**config.mk**
```make
export PLATFORM = sky130hd
export DESIGN_NAME = mem_access_stage
export DESIGN_NICKNAME = d
export VERILOG_FILES = /design/src/rtl/mem_stage_pkg.sv /design/src/rtl/load_store_align.sv /design/src/rtl/mem_access_stage.sv
export SDC_FILE = /design/constraint.sdc
export NUM_CORES = 1
export LEC_CHECK = 0
export BUFFER_PORTS_ARGS = -buffer_cell sky130_fd_sc_hd__buf_2
export CORE_AREA = 5 5 95 97
export CTS_CLUSTER_SIZE = 14
export DETAILED_ROUTE_END_ITERATION = 10
export DIE_AREA = 0 0 100 102
export PLACE_DENSITY = 0.87
export SLEW_MARGIN = 20
export SYNTH_ARGS = -nofsm -noshare
export SYNTH_HDL_FRONTEND = slang
export SYNTH_HIERARCHICAL = 1
export SYNTH_SLANG_ARGS = --single-unit
export TNS_END_PERCENT = 5
```
**constraint.sdc**
```tcl
create_clock -name clk -period 3.6 [get_ports clk]
set_input_delay 0.72 -clock clk [delete_from_list [all_inputs] [get_ports clk]]
set_output_delay 0.72 -clock clk [all_outputs]
set_load 0.02 [all_outputs]
```
**src/rtl/mem_stage_pkg.sv**
```systemverilog
// Shared definitions for the MEM pipeline stage: funct3 access encodings,
// the access FSM state type and the WAIT-cycle counter width.
package mem_stage_pkg;

  localparam logic [2:0] F3Lb  = 3'b000;
  localparam logic [2:0] F3Lh  = 3'b001;
  localparam logic [2:0] F3Lw  = 3'b010;
  localparam logic [2:0] F3Lbu = 3'b100;
  localparam logic [2:0] F3Lhu = 3'b101;

  localparam logic [2:0] F3Sb  = 3'b000;
  localparam logic [2:0] F3Sh  = 3'b001;
  localparam logic [2:0] F3Sw  = 3'b010;

  // Wide enough for TIMEOUT_CYCLES up to 255.
  localparam int unsigned TimeoutCntW = 8;

  typedef enum logic {
    StIdle,
    StWait
  } state_e;

endpackage

```
**src/rtl/load_store_align.sv**
```systemverilog
// Combinational byte-lane formatting: load extraction/extension from the
// read word and store lane replication plus byte enables.
module load_store_align
  import mem_stage_pkg::*;
(
  input  logic [2:0]  funct3,
  input  logic [1:0]  lane,
  input  logic [31:0] rdata,
  input  logic [31:0] wdata,
  output logic [31:0] load_data,
  output logic [3:0]  store_be,
  output logic [31:0] store_data
);

  logic [7:0]  byte_sel;
  logic [15:0] half_sel;

  assign byte_sel = rdata[{lane, 3'b000} +: 8];
  assign half_sel = lane[1] ? rdata[31:16] : rdata[15:0];

  always_comb begin
    load_data = '0;
    case (funct3)
      F3Lb:    load_data = {{24{byte_sel[7]}}, byte_sel};
      F3Lh:    load_data = {{16{half_sel[15]}}, half_sel};
      F3Lw:    load_data = rdata;
      F3Lbu:   load_data = {24'h0, byte_sel};
      F3Lhu:   load_data = {16'h0, half_sel};
      default: load_data = '0;
    endcase
  end

  always_comb begin
    store_be   = '0;
    store_data = '0;
    case (funct3)
      F3Sb: begin
        store_be   = 4'b0001 << lane;
        store_data = {4{wdata[7:0]}};
      end
      F3Sh: begin
        store_be   = lane[1] ? 4'b1100 : 4'b0011;
        store_data = {2{wdata[15:0]}};
      end
      F3Sw: begin
        store_be   = 4'b1111;
        store_data = wdata;
      end
      default: begin
        store_be   = '0;
        store_data = '0;
      end
    endcase
  end

endmodule

```
**src/rtl/mem_access_stage.sv**
```systemverilog
// MEM pipeline stage: drives the data-memory handshake, stalls on slow memory,
// aborts on timeout. Define MISALIGN_CHECK_EN to trap misaligned half/word accesses.
module mem_access_stage
  import mem_stage_pkg::*;
#(
  parameter int unsigned TIMEOUT_CYCLES = 16
) (
  input  logic        clk,
  input  logic        rst,
  input  logic [31:0] aluResult,
  input  logic [31:0] writeData,
  input  logic [4:0]  rd,
  input  logic        RegWrite,
  input  logic        MemtoReg,
  input  logic        MemRead,
  input  logic        MemWrite,
  input  logic [2:0]  funct3,
  output logic        dmem_req,
  output logic        dmem_we,
  output logic [31:0] dmem_addr,
  output logic [31:0] dmem_wdata,
  output logic [3:0]  dmem_be,
  input  logic [31:0] dmem_rdata,
  input  logic        dmem_ready,
  output logic [31:0] readData,
  output logic [31:0] memAddress,
  output logic [4:0]  rd_out,
  output logic        RegWrite_out,
  output logic        MemtoReg_out,
  output logic        stall,
  output logic        bus_err,
  output logic        misalign
);

  localparam logic [TimeoutCntW-1:0] TimeoutVal = TimeoutCntW'(TIMEOUT_CYCLES);

  state_e                 state_q, state_d;
  logic [TimeoutCntW-1:0] cnt_q, cnt_d;
  logic                   mem_op;
  logic                   misaligned;
  logic                   req;
  logic                   wb_kill;
  logic [31:0]            load_data;
  logic [3:0]             store_be;
  logic [31:0]            store_data;

  assign mem_op = MemRead | MemWrite;

`ifdef MISALIGN_CHECK_EN
  assign misaligned = mem_op &&
                      (((funct3[1:0] == 2'b01) && aluResult[0]) ||
                       ((funct3[1:0] == 2'b10) && (aluResult[1:0] != 2'b00)));
`else
  assign misaligned = 1'b0;
`endif

  load_store_align u_align (
    .funct3     (funct3),
    .lane       (aluResult[1:0]),
    .rdata      (dmem_rdata),
    .wdata      (writeData),
    .load_data  (load_data),
    .store_be   (store_be),
    .store_data (store_data)
  );

  always_comb begin
    state_d  = state_q;
    cnt_d    = cnt_q;
    req      = 1'b0;
    stall    = 1'b0;
    bus_err  = 1'b0;
    misalign = 1'b0;
    wb_kill  = 1'b0;
    if (rst) begin
      state_d = StIdle;
      cnt_d   = '0;
    end else if (!mem_op) begin
      state_d = StIdle;
      cnt_d   = '0;
    end else if (misaligned) begin
      misalign = 1'b1;
      wb_kill  = 1'b1;
      state_d  = StIdle;
      cnt_d    = '0;
    end else begin
      case (state_q)
        StIdle: begin
          req = 1'b1;
          if (!dmem_ready) begin
            stall   = 1'b1;
            state_d = StWait;
            cnt_d   = TimeoutCntW'(1);
          end
        end
        StWait: begin
          if (dmem_ready) begin
            req     = 1'b1;
            state_d = StIdle;
            cnt_d   = '0;
          end else if (cnt_q >= TimeoutVal) begin
            // Abort: drop the request and suppress the writeback.
            bus_err = 1'b1;
            wb_kill = 1'b1;
            state_d = StIdle;
            cnt_d   = '0;
          end else begin
            req   = 1'b1;
            stall = 1'b1;
            cnt_d = cnt_q + TimeoutCntW'(1);
          end
        end
        default: begin
          state_d = StIdle;
          cnt_d   = '0;
        end
      endcase
    end
  end

  always_ff @(posedge clk) begin
    if (rst) begin
      state_q <= StIdle;
      cnt_q   <= '0;
    end else begin
      state_q <= state_d;
      cnt_q   <= cnt_d;
    end
  end

  assign dmem_req     = req;
  assign dmem_we      = req & MemWrite;
  assign dmem_addr    = {aluResult[31:2], 2'b00};
  assign dmem_wdata   = store_data;
  assign dmem_be      = (req && MemWrite) ? store_be : 4'b0000;
  assign readData     = MemRead ? load_data : 32'h0;
  assign memAddress   = aluResult;
  assign rd_out       = rd;
  assign RegWrite_out = RegWrite & ~rst & ~wb_kill;
  assign MemtoReg_out = MemtoReg;

endmodule

```
==> summary.md <==
### Outcome
• complete, no violations — result of the run

### Hold path
• 1 — cell count of the worst hold path
• state_q — worst min-delay path startpoint
• register to register — path class of the lowest-slack min-delay path
• cnt_q[0] — Hold EP

### Floorplanning
• 255 — number of primary I/O pins
• 34.5% — initial core utilization
• 33 — std cell rows
• 100 µm — width of the die
• 0.0102 mm² — Die Area
• 0.00805 mm² — Core Area
• 102 µm — vertical die dimension

### Layout
• 40.0% — layout cell share with drive strength beyond 1
• 0 — antenna diode instance count
• 0.00304 mm² — final instance area
• 846 — fill cell total of the finished layout
• 0.00186 mm² — multi-input logic area
• 180 µm² — FF/Latch Area
• 9.42% — area growth from synthesis to layout
• 37.7% — Core Util, Final
• 569 — final layout net count

### Clock tree
• 0.24 ns — clk_lat worst skew
• 0.05 ns — Clock transition at path regs
• 0 — number of gates resized after CTS
• sky130_fd_sc_hd__clkbuf_8 — clock root cell
• 2 — clk buf depth
• 1 — H-tree levels
• 3 — CTS buffer count
• done — CTS tree
• 0 — count of hold buffers inserted by post-cts repair
• 9 — sink count of the clock tree
• 0 — setup bufs post-CTS

### Synthesis
• sky130_fd_sc_hd__dfxtp_1 — Post-synth top flop
• 6.49% — sequential cell area fraction in the yosys report
• 26.8% — basic-gate share of the synthesized area counting and, or, nand and nor cells
• sky130_fd_sc_hd__buf_4 — top cell type by total area after synthesis
• 44 — Synth cell types
• 21.6% — area share of the largest cell type after synthesis
• 80 x sky130_fd_sc_hd__buf_4, 48 x sky130_fd_sc_hd__a21oi_1, 44 x sky130_fd_sc_hd__and2_1 — most numerous cell types in the synthesized netlist
• 0 — Post-synth EDFFs
• 6.98 µm² — mean instance size in the synthesized netlist
• 6 — number of warnings printed during yosys synthesis
• 0% — xor and xnor area share after synthesis
• 9 — number of flip-flops and latches in the synthesized netlist
• 0% — share of flip-flops with an asynchronous set or reset after synthesis
• 9.24% — multiplexer share of the synthesized area
• 398 — number of cells produced by synthesis
• 29.5% — fraction of the mapped netlist area in compound gates
• sky130_fd_sc_hd__buf_4 — most common cell in the synthesized netlist
• 0.901% — post-synthesis share of cell area spent on full adders, half adders and majority gates
• compound AO/OA/AOI/OAI gates — largest family of logic cells by synthesized area
• sky130_fd_sc_hd__buf_4 22%, sky130_fd_sc_hd__and2_1 9.9%, sky130_fd_sc_hd__a21oi_1 8.7%, sky130_fd_sc_hd__dfxtp_1 6.5%, sky130_fd_sc_hd__nand2_1 5.4% — cell types with the largest area share after synthesis
• 0.00278 mm² — combined area of all synthesized cells

### GRT
• 2793 — vias in the first global route
• 0 — initial antenna violation count
• 35 — maximum number of pins on one net before global-route repair
• 0 — GR Overflow Total
• 17.0% — aggregate global-route resource usage
• 14200 µm — wire length of the first global-routing pass

### Pwr
• 1.55 nW — static leakage power
• 0.000596 W — Final Total Pwr
• 73.9 µV — Max IR drop VDD
• 196 mW/mm² — power density over the cells

### Timing
• 0 — number of slew-limit violations in the final report
• 0 ns — final total negative setup slack
• 0 — Final Hold Violating Endpoints
• 305 MHz — Fmax
• no — unrepaired setup endpoints after global routing
• 91.1% — Period Utilization, post-route
• 0.00403 ns — Setup Skew
• 0.872 ns — transition at the pin with the smallest max-transition slack
• 3.28 ns — final period demand of the worst path
• 0.515 ns — worst hold margin
• 0 — number of failing setup endpoints in the final timing report
• 41.9% — headroom to the max-slew limit

### Worst setup path
• 3 — worst reg-to-reg path cell count
• primary output — category of the worst setup path capture point
• buf_2 -> buf_4 -> nor2_1 -> a22oi_4 -> a211oi_1 -> and2_1 -> buf_2 — cell breakdown of the critical path
• sky130_fd_sc_hd__a22oi_4 — Slowest cell on crit path
• 32 — worst-path maximum fanout
• input pin to primary output — type of the setup path with the least slack
• 2.88 ns — critical path data required time
• 2.12 ns — reg-to-reg slack, setup
• cnt_q[2] — r2r endpoint
• sky130_fd_sc_hd__buf_2 — library cell appearing most often on the critical path
• state_q — launch point of the worst reg-to-reg path
• input pin — kind of start point of the critical path
• 0.59 ns — delay of the slowest cell on the worst path
• 2.56 ns — CP arrival

### Placed design
• 149 — IO Port Bufs
• 7640 µm — Detailed Place HPWL
• 0.00299 mm² — post-placement cell area
• 0.897 — GPL Wtd Cong

### Detailed routing
• 17.0 µm — Wirelength per Cell
• 226 — drt first-iter violations
• 5 — detailed-router iteration count before antenna repair
• 3018 — total via count in the routed design
• 9530 µm — total length of routed wires
• 0 — DRC Markers
• 0 — remaining number of nets flagged by the antenna check after routing
• 5.39 — vias per cell

### Flow run
• 0 — Max-cap violations

## cell type report
class,instances,share of cell area (%)
multi-input combinational,283,61.2
clock buffer,4,1.48
timing repair buffer,156,26.7
tap,105,4.32
sequential,9,5.93
inverter,3,0.371
## where the power goes
part           switching (W)  leakage [nW]  internal (W)
logic               0.000223          1.45      0.000146
clock network      0.0000459        0.0228     0.0000777
registers         0.00000137        0.0729      0.000101
## critical path: cells and delay by family
| kind | cells | cell delay [ns] |
|---|---|---|
| buffers and inverters | 3 | 0.72 |
| AND/OR/NAND/NOR | 2 | 0.34 |
| AO/OA/AOI/OAI | 2 | 0.76 |
## flip-flops by register name, summed over array words and instances, names as in the netlist
| signal | flops |
|---|---|
| cnt_q | 8 |
| state_q | 1 |
## worst max path at each step
stage                   start           end  slack (ns)  cells after the start
floorplan             MemRead  RegWrite_out        1.02                      3
global placement    funct3[1]  readData[17]        0.47                      7
detailed placement  funct3[1]  readData[31]        0.36                      7
CTS                 funct3[1]  readData[31]        0.35                      7
global route        funct3[1]  readData[31]        0.16                      7
finish              funct3[1]  readData[31]        0.32                      7
## per-layer routing
layer	GRT usage, %	vias to the layer above	share of wire [%]
li1	-	1423	-
met2	30.0	152	50
met5	0	-	0
met4	7.46	0	3.5
met3	3.62	41	8.9
met1	19.9	1402	38
## metrics by stage
stage	setup WS, ns	instances
final	0.322	560
after detailed placement	0.358	556
after global placement	0.468	556
after CTS	0.353	560
after global routing	0.160	560
after floorplan	1.02	400
## placed cells by master (no fill, tap or decap), types with 3 or more instances in the layout
master,instances
sky130_fd_sc_hd__a211oi_1,17
sky130_fd_sc_hd__a21o_1,16
sky130_fd_sc_hd__a21oi_1,48
sky130_fd_sc_hd__a22oi_1,17
sky130_fd_sc_hd__a32oi_1,3
sky130_fd_sc_hd__and2_1,44
sky130_fd_sc_hd__and3_1,4
sky130_fd_sc_hd__buf_2,149
sky130_fd_sc_hd__buf_4,6
sky130_fd_sc_hd__clkbuf_8,3
sky130_fd_sc_hd__conb_1,3
sky130_fd_sc_hd__dfxtp_1,9
sky130_fd_sc_hd__inv_1,3
sky130_fd_sc_hd__mux2_2,13
sky130_fd_sc_hd__mux2i_1,8
sky130_fd_sc_hd__nand2_1,40
sky130_fd_sc_hd__nand2b_1,13
sky130_fd_sc_hd__nand4b_1,4
sky130_fd_sc_hd__nor2_1,12
sky130_fd_sc_hd__nor2b_1,7
sky130_fd_sc_hd__o21ai_0,6
## cell families after synthesis
kind of cell             count (synthesis)
buffers and inverters                  108
AO/OA/AOI/OAI                          122
flip-flops                               9
other                                    1
adder cells (fa/ha/maj)                  2
AND/OR/NAND/NOR                        133
multiplexers                            23
No activity file was read; power rests on OpenSTA's default activity.
